File: config.mk
export PLATFORM = sky130hd
export DESIGN_NAME = bep_pulse_decoder
export DESIGN_NICKNAME = d
export VERILOG_FILES = /design/src/rtl/bep_pkg.sv /design/src/rtl/bep_pulse_decoder_pulse_timer.sv /design/src/rtl/bep_pulse_decoder.sv
export SDC_FILE = /design/constraint.sdc
export NUM_CORES = 1
export LEC_CHECK = 0
export CAP_MARGIN = 0
export CORE_MARGIN = 3
export CORE_UTILIZATION = 60
export CTS_CLUSTER_DIAMETER = 80
export DETAILED_ROUTE_END_ITERATION = 16
export PLACE_DENSITY = 0.89
export SKIP_LAST_GASP = 1
export SLEW_MARGIN = 0
export SYNTH_ARGS = -nofsm -noshare
export SYNTH_HDL_FRONTEND = slang
export SYNTH_HIERARCHICAL = 1
export SYNTH_SLANG_ARGS = --single-unit
File: constraint.sdc
create_clock -name clock -period 3.95 [get_ports clock]
set_clock_uncertainty 0.05 [all_clocks]
set_input_delay 1.185 -clock clock [delete_from_list [all_inputs] [get_ports clock]]
set_output_delay 1.185 -clock clock [all_outputs]
set_load 0.02 [all_outputs]
File: src/rtl/bep_pkg.sv
// Shared types and default constants for the pulse-width bit decoder.
// Holds the FSM state enum and the parameter defaults used by the top.
package bep_pkg;

    typedef enum logic [1:0] {
        ST_IDLE = 2'd0,
        ST_HIGH = 2'd1,
        ST_LOW  = 2'd2
    } state_t;

    localparam int CNT_W_DEF        = 12;
    localparam int BIT_THRESH_DEF   = 400;
    localparam int IDLE_TIMEOUT_DEF = 2000;
    localparam int FRAME_BITS_DEF   = 8;
    localparam int MIN_PULSE_DEF    = 16;

endpackage

File: src/rtl/bep_pulse_decoder_pulse_timer.sv
// Saturating pulse timer shared by the HIGH and LOW phases.
// Ports: clock, reset_n (sync, active-low), clr/load1/inc controls
// (priority clr > load1 > inc), count = current timer value.
module pulse_timer #(
    parameter int CNT_W = 12
) (
    input  logic             clock,
    input  logic             reset_n,
    input  logic             clr,
    input  logic             load1,
    input  logic             inc,
    output logic [CNT_W-1:0] count
);

    logic [CNT_W-1:0] count_d;
    logic [CNT_W-1:0] count_q;

    always_comb begin
        count_d = count_q;
        if (clr) begin
            count_d = '0;
        end else if (load1) begin
            count_d = CNT_W'(1);
        end else if (inc && (count_q != '1)) begin
            count_d = count_q + CNT_W'(1);
        end
    end

    always_ff @(posedge clock) begin
        if (!reset_n) begin
            count_q <= '0;
        end else begin
            count_q <= count_d;
        end
    end

    assign count = count_q;

endmodule

File: src/rtl/bep_pulse_decoder.sv
// Pulse-width bit decoder: times high pulses from edge strobes, builds
// MSB-first words and offers them on a valid/ready port.
// Ports: clock, reset_n (sync, active-low), enable, pos_edge, neg_edge,
// data/data_valid/data_ready (output handshake), frame_end (idle timeout
// pulse), overrun (sticky drop flag), err_clear (clears overrun).
// Build option: BEP_GLITCH_FILTER_EN drops high pulses shorter than MIN_PULSE.
module bep_pulse_decoder
    import bep_pkg::*;
#(
    parameter int CNT_W        = CNT_W_DEF,
    parameter int BIT_THRESH   = BIT_THRESH_DEF,
    parameter int IDLE_TIMEOUT = IDLE_TIMEOUT_DEF,
    parameter int FRAME_BITS   = FRAME_BITS_DEF,
    parameter int MIN_PULSE    = MIN_PULSE_DEF
) (
    input  logic                  clock,
    input  logic                  reset_n,
    input  logic                  enable,
    input  logic                  pos_edge,
    input  logic                  neg_edge,
    output logic [FRAME_BITS-1:0] data,
    output logic                  data_valid,
    input  logic                  data_ready,
    output logic                  frame_end,
    output logic                  overrun,
    input  logic                  err_clear
);

    localparam int BC_W = $clog2(FRAME_BITS + 1);

`ifdef BEP_GLITCH_FILTER_EN
    localparam bit GLITCH_EN = 1'b1;
`else
    localparam bit GLITCH_EN = 1'b0;
`endif

    state_t state_d;
    state_t state_q;

    logic [CNT_W-1:0]      timer_q;
    logic                  tmr_clr;
    logic                  tmr_load;
    logic                  tmr_inc;

    logic [BC_W-1:0]       bit_cnt_d;
    logic [BC_W-1:0]       bit_cnt_q;
    logic [FRAME_BITS-1:0] shreg_d;
    logic [FRAME_BITS-1:0] shreg_q;
    logic [FRAME_BITS-1:0] data_d;
    logic [FRAME_BITS-1:0] data_q;
    logic                  data_valid_d;
    logic                  data_valid_q;
    logic                  frame_end_d;
    logic                  frame_end_q;
    logic                  overrun_d;
    logic                  overrun_q;

    logic pe;
    logic ne;
    logic timeout;
    logic short_pulse;
    logic bit_stb;
    logic cnt_clr;
    logic bit_val;
    logic word_done;
    logic accept;
    logic ovr_set;

    // Coincident strobes cancel each other out.
    assign pe          = pos_edge & ~neg_edge;
    assign ne          = neg_edge & ~pos_edge;
    assign timeout     = (timer_q == CNT_W'(IDLE_TIMEOUT));
    assign short_pulse = GLITCH_EN & (timer_q < CNT_W'(MIN_PULSE));
    assign bit_val     = (timer_q >= CNT_W'(BIT_THRESH));

    pulse_timer #(
        .CNT_W (CNT_W)
    ) u_timer (
        .clock   (clock),
        .reset_n (reset_n),
        .clr     (tmr_clr),
        .load1   (tmr_load),
        .inc     (tmr_inc),
        .count   (timer_q)
    );

    always_ff @(posedge clock) begin
        if (!reset_n) begin
            state_q <= ST_IDLE;
        end else begin
            state_q <= state_d;
        end
    end

    always_comb begin
        state_d = state_q;
        if (!enable) begin
            state_d = ST_IDLE;
        end else begin
            unique case (state_q)
                ST_IDLE: if (pe) state_d = ST_HIGH;
                ST_HIGH: if (ne) state_d = ST_LOW;
                ST_LOW: begin
                    if (pe) begin
                        state_d = ST_HIGH;
                    end else if (timeout) begin
                        state_d = ST_IDLE;
                    end
                end
                default: state_d = ST_IDLE;
            endcase
        end
    end

    always_comb begin
        tmr_clr     = 1'b0;
        tmr_load    = 1'b0;
        tmr_inc     = 1'b0;
        bit_stb     = 1'b0;
        cnt_clr     = 1'b0;
        frame_end_d = 1'b0;
        if (!enable) begin
            tmr_clr = 1'b1;
            cnt_clr = 1'b1;
        end else begin
            unique case (state_q)
                ST_IDLE: begin
                    if (pe) tmr_load = 1'b1;
                    else    tmr_clr  = 1'b1;
                end
                ST_HIGH: begin
                    if (ne) begin
                        tmr_load = 1'b1;
                        bit_stb  = ~short_pulse;
                    end else begin
                        tmr_inc = 1'b1;
                    end
                end
                ST_LOW: begin
                    if (pe) begin
                        tmr_load = 1'b1;
                    end else if (timeout) begin
                        tmr_clr     = 1'b1;
                        cnt_clr     = 1'b1;
                        frame_end_d = 1'b1;
                    end else begin
                        tmr_inc = 1'b1;
                    end
                end
                default: tmr_clr = 1'b1;
            endcase
        end
    end

    // Shift register: new bit enters at the LSB so the first bit ends up MSB.
    always_comb begin
        shreg_d   = shreg_q;
        bit_cnt_d = bit_cnt_q;
        word_done = 1'b0;
        if (cnt_clr) begin
            shreg_d   = '0;
            bit_cnt_d = '0;
        end else if (bit_stb) begin
            shreg_d = (shreg_q << 1) | FRAME_BITS'(bit_val);
            if (bit_cnt_q == BC_W'(FRAME_BITS - 1)) begin
                word_done = 1'b1;
                bit_cnt_d = '0;
            end else begin
                bit_cnt_d = bit_cnt_q + BC_W'(1);
            end
        end
    end

    // A word may load when the slot is empty or being emptied this cycle.
    always_comb begin
        accept       = data_valid_q & data_ready;
        data_d       = data_q;
        data_valid_d = data_valid_q;
        ovr_set      = 1'b0;
        if (word_done) begin
            if (!data_valid_q || accept) begin
                data_d       = shreg_d;
                data_valid_d = 1'b1;
            end else begin
                ovr_set = 1'b1;
            end
        end else if (accept) begin
            data_valid_d = 1'b0;
        end
        if (ovr_set) begin
            overrun_d = 1'b1;
        end else if (err_clear) begin
            overrun_d = 1'b0;
        end else begin
            overrun_d = overrun_q;
        end
    end

    always_ff @(posedge clock) begin
        if (!reset_n) begin
            bit_cnt_q    <= '0;
            shreg_q      <= '0;
            data_q       <= '0;
            data_valid_q <= 1'b0;
            frame_end_q  <= 1'b0;
            overrun_q    <= 1'b0;
        end else begin
            bit_cnt_q    <= bit_cnt_d;
            shreg_q      <= shreg_d;
            data_q       <= data_d;
            data_valid_q <= data_valid_d;
            frame_end_q  <= frame_end_d;
            overrun_q    <= overrun_d;
        end
    end

    assign data       = data_q;
    assign data_valid = data_valid_q;
    assign frame_end  = frame_end_q;
    assign overrun    = overrun_q;

endmodule

After elaboration in Yosys (flattened, before gate mapping)
Index checks and enable logic that the tools add are counted.
Widths: inputs -> output; s select.

cells by class
  mux-type cells = 38
  $add $sub $neg = 2
  reduce and logical (&&, ||, !) cells = 15
  eq/ne operators = 9
  $lt $le $gt $ge = 1
  bitwise logic cells = 7

operators by type and width
  operator               number
  $mux 1                 27
  $mux 8                 2
  $add 12x1->12 const B  1
  $eq 12x11->1 const B   1
  $ge 12x9->1 const B    1
  $ne 12x12->1 const B   1
  $mux 2                 4
  $or 8x1->8             1
  $pmux 2 s3             1
  $reduce_and 2->1       3
  $reduce_bool 2->1      3
  $reduce_or 2->1        3
  $add 4x1->4 const B    1
  $eq 4x3->1 const B     1
  $mux 4                 1
  $ne 2x2->1 const B     2
  $pmux 1 s2             2
  $and 1x1->1            3
  $ne 3x3->1 const B     1
  $not 1->1              3
  $pmux 1 s3             1
  $reduce_and 3->1       1
  $reduce_or 3->1        1
  $eq 2x1->1 const B     1
  other kinds (6)        6

storage, ports and cells
  word-level logic and storage cells = 81
  register bits after elaboration = 37
  input bits = 7
  output and inout bits = 11

Depth between registers and ports, before layout
Gate-level depths: netlist of the first run.

  word-level depth = 9
  mapped depth = 10
  mapped depth without buffers = 9

By module
The synthesis of the first run kept the hierarchy.

by module, submodules not included
  module             cells an instance  sequential area each (µm²)  instances  area an instance (µm²)
  bep_pulse_decoder  131                500.5                       1          1243.7
  pulse_timer        71                 240.2                       1          625.6

Worst setup path after synthesis of the first run
No wires, ideal clock.

  path kind = input to register
  from = input neg_edge
  to = register u_timer.count_q[11], in the netlist u_timer/count[11]
  stages = 9
  arrival time = 2.746 ns
  data required time = 3.828 ns
  library setup time = 0.072 ns
  buffers on the path = 1
  path slack = 1.082 ns
  path through = nand2b_1 > nand2_1 > a2bb2oi_1 > nor2_1 > buf_4 > nand3_1 > or2_1 > or4_1 > a21oi_1

on the way
  longest elaborated chain between the ends = 6
  elaborated cells on any way between the ends = 17
  those cells by class = mux: 12; bitwise: 3; reduce/logical: 2

RTL lines
  element               line                                 text
  from (decl)           bep_pulse_decoder.sv:20              input logic neg_edge,
  $not 1->1             bep_pulse_decoder.sv:70              assign pe = pos_edge & ~neg_edge;
  $and 1x1->1           bep_pulse_decoder.sv:70
  $mux 1                bep_pulse_decoder.sv:140             if (pe) begin
  $pmux 1 s2 *          bep_pulse_decoder.sv:126             unique case (state_q)
  $mux 1 *              bep_pulse_decoder.sv:122             if (!enable) begin
  named net tmr_inc     bep_pulse_decoder.sv:43              logic tmr_inc;
  $logic_and 1x1->1 *   bep_pulse_decoder_pulse_timer.sv:24  end else if (inc && (count_q != '1)) begin
  to (signal assigned)  bep_pulse_decoder_pulse_timer.sv:33  count_q <= count_d;
  to (decl)             bep_pulse_decoder_pulse_timer.sv:16  logic [CNT_W-1:0] count_q;

The timed path passes the listed nets; every way through them passes the cells marked *.
A chain may end at the register's enable or synchronous reset.

Final worst setup path of the first run
Same ends and word-level chain as after synthesis.

==> results of run 1 <==
-- cell type report --
cell class | instances | area [sq um]
well taps | 31 | 38.8
repair buffers | 20 | 193
multi-input cells | 155 | 1070
clock buffers | 6 | 51.3
flip-flops and latches | 37 | 741
fillers | 198 | 696
inverters | 6 | 22.5
clock inverters | 2 | 37.5
-- worst max path at each step --
stage,endpoint,cells after the start
after global routing,u_timer/count[11]$_SDFFE_PP0P_,9
after global placement,u_timer/count[11]$_SDFFE_PP0P_,9
after floorplan,u_timer/count[11]$_SDFFE_PP0P_,9
final,u_timer/count[11]$_SDFFE_PP0P_,9
after detailed placement,u_timer/count[11]$_SDFFE_PP0P_,9
after CTS,u_timer/count[11]$_SDFFE_PP0P_,9
-- power by group --
part           internal (mW)  total (mW)  leakage, nW  switching (mW)
sequential             0.374       0.374        0.298        0.000780
clock                  0.151       0.275       0.0445           0.125
combinational         0.0125      0.0299        0.491          0.0174
total                  0.537       0.679        0.834           0.143
-- worst max-delay path, cell delays in order --
cell and delay, ns:
clkdlybuf4s50_1 0.54, nand2b_1 0.22, nand2_1 0.18, a2bb2oi_1 0.18
nor2_1 0.15, nand3_1 0.11, or2_1 0.24, or4_1 0.47
a21oi_1 0.14
-- through the flow --
| step | hold slack (ns) | area [sq um] |
|---|---|---|
| after floorplan | 0.391 | 1870 |
| after global routing | 0.452 | 2160 |
| after global placement | 0.394 | 2070 |
| after detailed placement | 0.412 | 2070 |
| after CTS | 0.428 | 2160 |
| final | 0.423 | 2160 |
-- flip-flops by register name, indices dropped and copies added, names as in the netlist --
name           count
frame_end          1
overrun            1
u_timer/count     12
shreg_q            8
state_q            2
data               8
bit_cnt_q          4
data_valid         1
-- synthesized netlist by cell type (2+ instances only) --
cell type  count  area (sq um)
nand2_1       16          60.1
and4_1         2          17.5
or2_1          2          12.5
and2_1         4          25.0
a21oi_1        7          35.0
mux2i_1        9          90.1
a31oi_1        3          18.8
o311ai_0       2          17.5
ha_1           7          87.6
mux2_2         8          90.1
and3_1         3          18.8
o21ai_0        5          25.0
inv_1          6          22.5
nor2_1        23          86.3
and2_2         4          30.0
xnor2_1        4          35.0
and4b_1        2          20.0
dfxtp_1       37           741
o31ai_1        3          22.5
and3_2         2          15.0
nand3b_1       2          15.0
nand4b_1       4          35.0
nand3_1        9          45.0
nand2b_1       4          25.0
xor2_1         2          17.5
or4_1          2          15.0
nand4_1        4          25.0
nor3_1         5          25.0
o211a_1        2          20.0
-- logic make-up after synthesis --
kind of cell | share of synthesized area
compound gates | 0.120
xor+xnor | 0.0281
fa+ha+maj | 0.0469
simple gates | 0.283
mux | 0.0964
flops | 0.396
buf+inv | 0.0294
-- cells in the final DEF, fill, tap and decap left out, types with 2 or more instances in the layout --
cell	n
dfxtp_1	37
nor2_1	23
clkdlybuf4s50_1	17
nand2_1	16
nand3_1	9
mux2i_1	9
mux2_2	8
a21oi_1	7
ha_1	7
inv_1	6
nor3_1	5
o21ai_0	5
clkbuf_4	5
nand2b_1	4
nand4b_1	4
and2_1	4
xnor2_1	4
and2_2	4
nand4_1	4
o31ai_1	3
and3_1	3
buf_4	3
a31oi_1	3
nand3b_1	2
and4b_1	2
o311ai_0	2
or4_1	2
xor2_1	2
and4_1	2
and3_2	2
or2_1	2
o211a_1	2
-- layer usage --
| layer | track usage | routed length (um) |
|---|---|---|
| met5 | 0 | 0 |
| met4 | 0.0909 | 70 |
| met3 | 0.0537 | 165 |
| met2 | 0.457 | 2240 |
| met1 | 0.264 | 1780 |
==> results.yml, run 1 <==
run_status:
  status: "finished clean"
worst_setup_path:
  crit_required_ns: 4.17
  startpoint: "neg_edge"
  cp.arrival_ns: 3.42
  reg2reg_to: "bit_cnt_q[3]$_SDFFE_PP0N_"
  worstSetupPathType: "primary input to flop"
  end_kind: "flop"
  ff2ff_setup_slack_ns: 1.33
  path_max_fanout: 5
  critPathLaunchType: "primary input"
  rr_startpoint: "u_timer/count[0]$_SDFFE_PP0P_"
  reg2regPathDepth: 4
logic_synthesis:
  synth_ff_type: "dfxtp_1"
  ys_types: 48
  async_flop_share: 0
  synth.avg_cell_area_sq_um: 9.25
  synth_enable_flop_cells: 0
  postSynthCellCount: 202
  netlist_area_sq_mm: 0.00187
  yosys_warnings: 6
  synth_fp_nets: 216
  ys_seq_area_frac: 0.396
  synth-seq-cells: 37
placed_design:
  port_buffers: 17
  dp.cells: 249
  gp_congestion: 0.940
  dp_hpwl_mm: 3.24
  preCtsSetupSlack_ns: 0.430
sta:
  fmax_mhz: 313
  worst_slack_ns: 0.754
  max_slew_margin: 0.205
  period_needed_ns: 3.20
  tightest_slew_ns: 1.18
  hold_viol: 0
  tns_ns: 0
  fin_crit_sh: 0.809
  rsz0062_at_grt: "no"
  slew_viol_final: 0
  setup_viol: 0
floorplan:
  start_util: 0.655
  core_area_sq_mm: 0.00285
  dieArea_sq_mm: 0.00382
  row_count: 19
  fp.dieH_um: 61.8
  pin_count: 18
  die_x_um: 61.8
hold_path:
  hold_path.class: "flop to flop"
  hold_end: "data[0]$_SDFFE_PN0P_"
  min-delay-start: "data[0]$_SDFFE_PN0P_"
  whs_path_depth: 2
detailed_routing:
  wirelength_mm: 4.26
  wl_per_cell_um: 16.6
  dr.pass1.iters: 4
  drt-initial-drc-count: 96
  avgViaCountPerCell: 6.11
  drc: 0
  via_count: 1569
  ant_nets: 0
finish:
  final_cells: 257
  utilization: 0.756
  syn_to_final_growth_pct: 15.4
  drive_gt1_frac: 0.133
  antennaDiodeCount: 0
  nNetsFinal: 239
job:
  maxCapViolCount: 0
cts:
  clk_latency_ns: 0.34
  clockBufferDepth: 2
  cts_made_buffers: 5
  post_cts_buffers: 0
  cts_root_buf: "clkbuf_4"
  cts.sinks: 37
  hold_buffers: 0
  path_clk_slew_ns: 0.12
  post_cts_resized: 0
  cts_tree: "done"
  htreeDepth: 2
global_route:
  grt.total_usage: 0.244
  antenna_found_initial: 0
  grt_pass1_vias: 1540
  grt_max_degree: 17
  grt_pass1_wl_mm: 6.89
  grt_overflow_total: 0
pwr:
  power.density_mw_per_mm2: 315
  total_power_mw: 0.679
  peakVddDrop_mv: 0.199
  p_leak_nw: 0.834
No activity file was read; power rests on OpenSTA's default activity.
==> run 2: changes to the inputs <==
--- a/config.mk
+++ b/config.mk
@@ -7,10 +7,10 @@
 export LEC_CHECK = 0
 export CAP_MARGIN = 0
 export CORE_MARGIN = 3
-export CORE_UTILIZATION = 60
+export CORE_UTILIZATION = 56
 export CTS_CLUSTER_DIAMETER = 80
 export DETAILED_ROUTE_END_ITERATION = 16
-export PLACE_DENSITY = 0.89
+export PLACE_DENSITY = 0.84
 export SKIP_LAST_GASP = 1
 export SLEW_MARGIN = 0
 export SYNTH_ARGS = -nofsm -noshare
==> constraint.sdc (replaced) <==
create_clock -name clock -period 3.19 [get_ports clock]
set_clock_uncertainty 0.05 [all_clocks]
set_input_delay 0.957 -clock clock [delete_from_list [all_inputs] [get_ports clock]]
set_output_delay 0.957 -clock clock [all_outputs]
set_load 0.02 [all_outputs]
==> run 2 against run 1 <==
Wire length is 8.4% lower; design area is 0.93% higher; first-iteration DRC count is 15% lower; combinational power is 34% higher; largest cell class unchanged.
==> results.yml, run 2 (synthesized netlist as in run 1, its figures left out) <==
finish:
  nNetsFinal: 244
  largest_reg_flops: 12
  drive_gt1_frac: 0.143
  antennaDiodeCount: 0
  multi_input_area_sq_mm: 0.00107
  fillers: 260
  area.sequential_sq_um: 741
  final_common_cell: "dfxtp_1"
  final_cell_mix: "dfxtp_1 (37), nor2_1 (23), clkdlybuf4s50_1 (17), nand2_1 (16)"
  syn_to_final_growth_pct: 16.5
cts:
  cts_tree: "done"
  cts_root_buf: "clkbuf_4"
  cts_made_buffers: 5
  hold_buffers: 0
  post_cts_resized: 0
  cts.sinks: 37
  post_cts_buffers: 0
  htreeDepth: 2
  clk_latency_ns: 0.36
  clockBufferDepth: 2
  path_clk_slew_ns: 0.11
sta:
  max_slew_margin: 0.610
  worst_slack_ns: 0.451
  whs_ns: 0.424
  rsz0062_at_grt: "no"
  slew_viol_final: 0
  tns_ns: 0
  setup_viol: 0
  fmax_mhz: 365
  hold_viol: 0
  period_needed_ns: 2.74
  tightest_slew_ns: 0.578
  fin_crit_sh: 0.859
worst_setup_path:
  max_stage_delay_ns: 0.47
  critPathLaunchType: "primary input"
  end_kind: "flop"
  crit_chain: "clkdlybuf4s50_1 > nand2b_1 > nand2_1 > a2bb2oi_1 > nor2_1 > nand3_1 > or2_1 > or4_1 > a21oi_1"
  worstSetupPathType: "primary input to flop"
  crit_required_ns: 3.44
  cp.arrival_ns: 2.99
  path_max_fanout: 5
  slowest_stage: "clkdlybuf4s50_1"
global_route:
  grt_overflow_total: 0
  grt.total_usage: 0.215
  grt_pass1_wl_mm: 6.84
  grt_max_degree: 12
  antenna_found_initial: 0
  grt_pass1_vias: 1523
run_status:
  status: "finished clean"
floorplan:
  pin_count: 18
  start_util: 0.598
  fp.dieH_um: 63.8
  die_x_um: 63.8
  core_area_sq_mm: 0.00313
  dieArea_sq_mm: 0.00407
  row_count: 20
hold_path:
  hold_path.class: "flop to flop"
detailed_routing:
  via_count: 1576
  wirelength_mm: 3.90
  drt-initial-drc-count: 82
  dr.pass1.iters: 4
  drc: 0
  avgViaCountPerCell: 5.75
  wl_per_cell_um: 14.2
  ant_nets: 0
placed_design:
  gp_congestion: 0.924
  dp_hpwl_mm: 2.94
  preCtsSetupSlack_ns: 0.108
  port_buffers: 17
pwr:
  peakVddDrop_mv: 0.243
  total_power_mw: 0.758
  power.density_mw_per_mm2: 348
  p_leak_nw: 0.843
job:
  maxCapViolCount: 0
run 2: cell types whose count changed in the layout (fill, tap and decap cells not counted):
cell / before / now
clkinvlp_4: 1 / 0
bufinv_16: 1 / 0
buf_4: 3 / 8
clkbuf_1: 0 / 1
run 2: path summary, 6_finish.rpt:
kind	cells after the start	startpoint	end	slack [ns]
worst min register to register	2	data[1]$_SDFFE_PN0P_	data[1]$_SDFFE_PN0P_	0.42
worst min-delay path	2	data[1]$_SDFFE_PN0P_	data[1]$_SDFFE_PN0P_	0.42
worst max-delay path	9	neg_edge	u_timer/count[11]$_SDFFE_PP0P_	0.45
worst max register to register	9	u_timer/count[0]$_SDFFE_PP0P_	u_timer/count[9]$_SDFFE_PP0P_	0.65
run 2: cell type report:
class	instances	area share
tap	44	0.0253
sequential	37	0.340
timing repair buffer	25	0.106
clock buffer	7	0.0253
inverter	6	0.0103
multi-input combinational	155	0.493
run 2: power by group:
group	switching [mW]	leakage [nW]	internal [mW]	total, mW
Combinational	0.0217	0.514	0.0184	0.0401
Clock	0.151	0.0314	0.104	0.254
Sequential	0.00103	0.298	0.462	0.463
Total	0.173	0.843	0.585	0.758
run 2: stage by stage:
stage	area [sq um]	std cells	utilization
after floorplan	1870	202	-
after global placement	2120	267	0.678
after detailed placement	2120	267	0.678
after CTS	2180	274	0.696
after global routing	2180	274	0.696
final	2180	274	0.696
run 2: critical path: cells and delay by family:
family,cells,cell delay [ns]
and+or+nand+nor,6,1.25
buffers and inverters,1,0.47
AOI/OAI and AO/OA,2,0.29
run 2: layer usage:
metal  share of wire  routed length [um]  global-route usage
met1            0.45                1740               0.255
met2            0.49                1930               0.360
met3           0.032                 125              0.0475
met4           0.027                 107               0.119
met5               0                   0                   0
==> run 3: changes to the inputs <==
--- a/config.mk
+++ b/config.mk
@@ -7,7 +7,7 @@
 export LEC_CHECK = 0
 export CAP_MARGIN = 0
 export CORE_MARGIN = 3
-export CORE_UTILIZATION = 56
+export CORE_UTILIZATION = 55
 export CTS_CLUSTER_DIAMETER = 80
 export DETAILED_ROUTE_END_ITERATION = 16
 export PLACE_DENSITY = 0.84
@@ -15,5 +15,4 @@
 export SLEW_MARGIN = 0
 export SYNTH_ARGS = -nofsm -noshare
 export SYNTH_HDL_FRONTEND = slang
-export SYNTH_HIERARCHICAL = 1
 export SYNTH_SLANG_ARGS = --single-unit
==> run 3 against run 2 <==
Sequential power barely moved; first-iteration DRC count grew 9.8%; register-to-register slack improved by 0.32 ns; design area down 4.3%; highest routed layer unchanged; largest cell class unchanged; hold slack improved by 0.017 ns; die area is 3.0% lower.
==> results.yml, run 3 <==
run_status:
  status: "finished clean"
finish:
  fillers: 245
  final_area_sq_mm: 0.00208
  utilization: 0.718
  drive_gt1_frac: 0.0860
  syn_to_final_growth_pct: 17.4
  final_cell_mix: "dfxtp_1 (37), nand2_1 (26), a21oi_1 (19), clkdlybuf4s50_1 (17), nor2_1 (15)"
  nNetsFinal: 234
  largest_reg_flops: 12
  final_common_cell: "dfxtp_1"
  antennaDiodeCount: 0
sta:
  period_needed_ns: 2.74
  worst_slack_ns: 0.451
  fin_crit_sh: 0.859
  rsz0062_at_grt: "no"
  tightest_slew_ns: 0.413
  hold_viol: 0
  setup_viol: 0
  slew_viol_final: 0
  max_slew_margin: 0.723
  tns_ns: 0
  fmax_mhz: 365
worst_setup_path:
  cp.depth: 7
  worstSetupPathType: "primary input to flop"
  path_max_fanout: 14
  cp.arrival_ns: 2.96
  reg2reg_to: "u_timer.count[5]$_SDFFE_PP0P_"
  max_stage_delay_ns: 0.53
  path_buf_inv: 2
  ff2ff_setup_slack_ns: 0.97
  slowest_stage: "clkdlybuf4s50_1"
  end_kind: "flop"
  reg2regPathDepth: 8
  critPathTopFamily: "simple AND/OR/NAND/NOR gates"
  crit_required_ns: 3.41
  rr_startpoint: "u_timer.count[0]$_SDFFE_PP0P_"
  crit_chain: "clkdlybuf4s50_1 > nand2b_1 > nand2_1 > o21a_2 > buf_4 > or4_1 > a21oi_1"
  critPathLaunchType: "primary input"
cts:
  hold_buffers: 0
  cts.sinks: 37
  path_clk_slew_ns: 0.12
  post_cts_buffers: 0
  post_cts_resized: 0
  clockBufferDepth: 2
  cts_tree: "done"
  cts_made_buffers: 5
  clk_latency_ns: 0.34
  cts_root_buf: "clkbuf_4"
  htreeDepth: 2
floorplan:
  fp.dieH_um: 62.8
  core_area_sq_mm: 0.00290
  pin_count: 18
  row_count: 19
  die_x_um: 62.8
  dieArea_sq_mm: 0.00394
  start_util: 0.612
logic_synthesis:
  synth.avg_cell_area_sq_um: 8.96
  synth_ff_type: "dfxtp_1"
  synth_top_family_by_area: "simple AND/OR/NAND/NOR gates"
  synth-seq-cells: 37
  synthMuxAreaShare: 0.0395
  ys_seq_area_frac: 0.417
  synth_area_leaders: "dfxtp_1 (42%), nand2_1 (5.5%), a21oi_1 (5.4%)"
  postSynthCellCount: 198
  synth-compound-area-share: 0.188
  synth_fp_nets: 212
  yosys_warnings: 0
  ys_types: 44
  synth_xor_area_frac: 0.00987
  netlist_area_sq_mm: 0.00177
  synth_enable_flop_cells: 0
  async_flop_share: 0
  yosysMostFrequentCell: "dfxtp_1"
  yosys.area_share.simple: 0.256
  yosysTopAreaCellShare: 0.417
  synth_commonest_cells: "dfxtp_1 (37), nand2_1 (26), a21oi_1 (19)"
  yosysTopAreaCell: "dfxtp_1"
  synthAdderAreaFrac: 0.0494
pwr:
  p_leak_nw: 0.757
  seq_power_share: 0.548
  total_power_mw: 0.845
  switching_power_mw: 0.180
  swShare: 0.213
  power.density_mw_per_mm2: 406
  peakVddDrop_mv: 0.405
  p_int_mw: 0.665
  comb_power_share: 0.045
  clock_power_share: 0.407
hold_path:
  hold_path.class: "flop to flop"
  min-delay-start: "bit_cnt_q[3]$_SDFFE_PP0N_"
  hold_end: "bit_cnt_q[3]$_SDFFE_PP0N_"
  whs_path_depth: 2
global_route:
  busiest_layer: "met2"
  use_met2: 0.326
  met1_usage: 0.269
  grt_pass1_wl_mm: 6.71
  grt.total_usage: 0.210
  grt_max_degree: 19
  grt_pass1_vias: 1496
  grt_overflow_total: 0
  use_met3: 0.0701
  antenna_found_initial: 0
detailed_routing:
  ant_nets: 0
  dr.pass1.iters: 4
  drt-initial-drc-count: 90
  avgViaCountPerCell: 5.99
  drc: 0
  via_count: 1575
  wl_per_cell_um: 14.8
  wirelength_mm: 3.88
placed_design:
  place_area_sq_mm: 0.00199
  port_buffers: 17
  gp_congestion: 0.929
  preCtsSetupSlack_ns: 0.122
  dp_hpwl_mm: 2.80
job:
  maxCapViolCount: 0
==> run 3: per-layer routing <==
metal,part of all wire,wire [um]
met4,0.0088,34
met2,0.47,1820
met5,0,0
met3,0.061,237
met1,0.46,1790
==> run 3: layout make-up <==
cell class                 instances  area, sq um  area share
clock inverter                     2         37.5      0.0180
timing repair buffer              23          215       0.103
tap                               42         52.6      0.0252
sequential                        37          741       0.356
multi-input combinational        147          963       0.462
inverter                           6         22.5      0.0108
clock buffer                       6         51.3      0.0246
==> run 3: worst min-delay path: cells and delay by family, from the launching register on <==
family           cells  cell delay [ns]
AO/OA/AOI/OAI        1             0.06
flip-flops           1             0.34
AND/OR/NAND/NOR      1             0.06
==> run 3: worst max-delay path by stage <==
| stage | startpoint | to | slack [ns] |
|---|---|---|---|
| global placement | neg_edge | u_timer.count[0]$_SDFFE_PP0P_ | 0.17 |
| finish | neg_edge | u_timer.count[5]$_SDFFE_PP0P_ | 0.45 |
| CTS | neg_edge | u_timer.count[6]$_SDFFE_PP0P_ | 0.48 |
| floorplan | neg_edge | u_timer.count[0]$_SDFFE_PP0P_ | 0.81 |
| detailed placement | neg_edge | u_timer.count[0]$_SDFFE_PP0P_ | 0.12 |
| global route | neg_edge | u_timer.count[3]$_SDFFE_PP0P_ | 0.34 |
==> run 3: power groups by stage <==
stage,clock network [mW],registers [mW],logic [mW]
2_1_floorplan,0,0.473,0.0231
3_3_place_gp,0,0.474,0.0360
3_5_place_dp,0,0.474,0.0374
4_1_cts,0.349,0.463,0.0378
5_1_grt,0.372,0.463,0.0415
6_report,0.344,0.463,0.0381
==> run 3: cells by family after synthesis <==
group,Yosys count
multiplexers,7
AND/OR/NAND/NOR,82
XOR/XNOR,2
flip-flops,37
buffers and inverters,14
AO/OA/AOI/OAI,49
adder cells (fa/ha/maj),7
==> run 3: stage by stage <==
step                hold slack (ns)  instances
global placement              0.401        255
global route                  0.488        263
CTS                           0.446        263
detailed placement            0.422        255
floorplan                     0.386        198
finish                        0.441        263
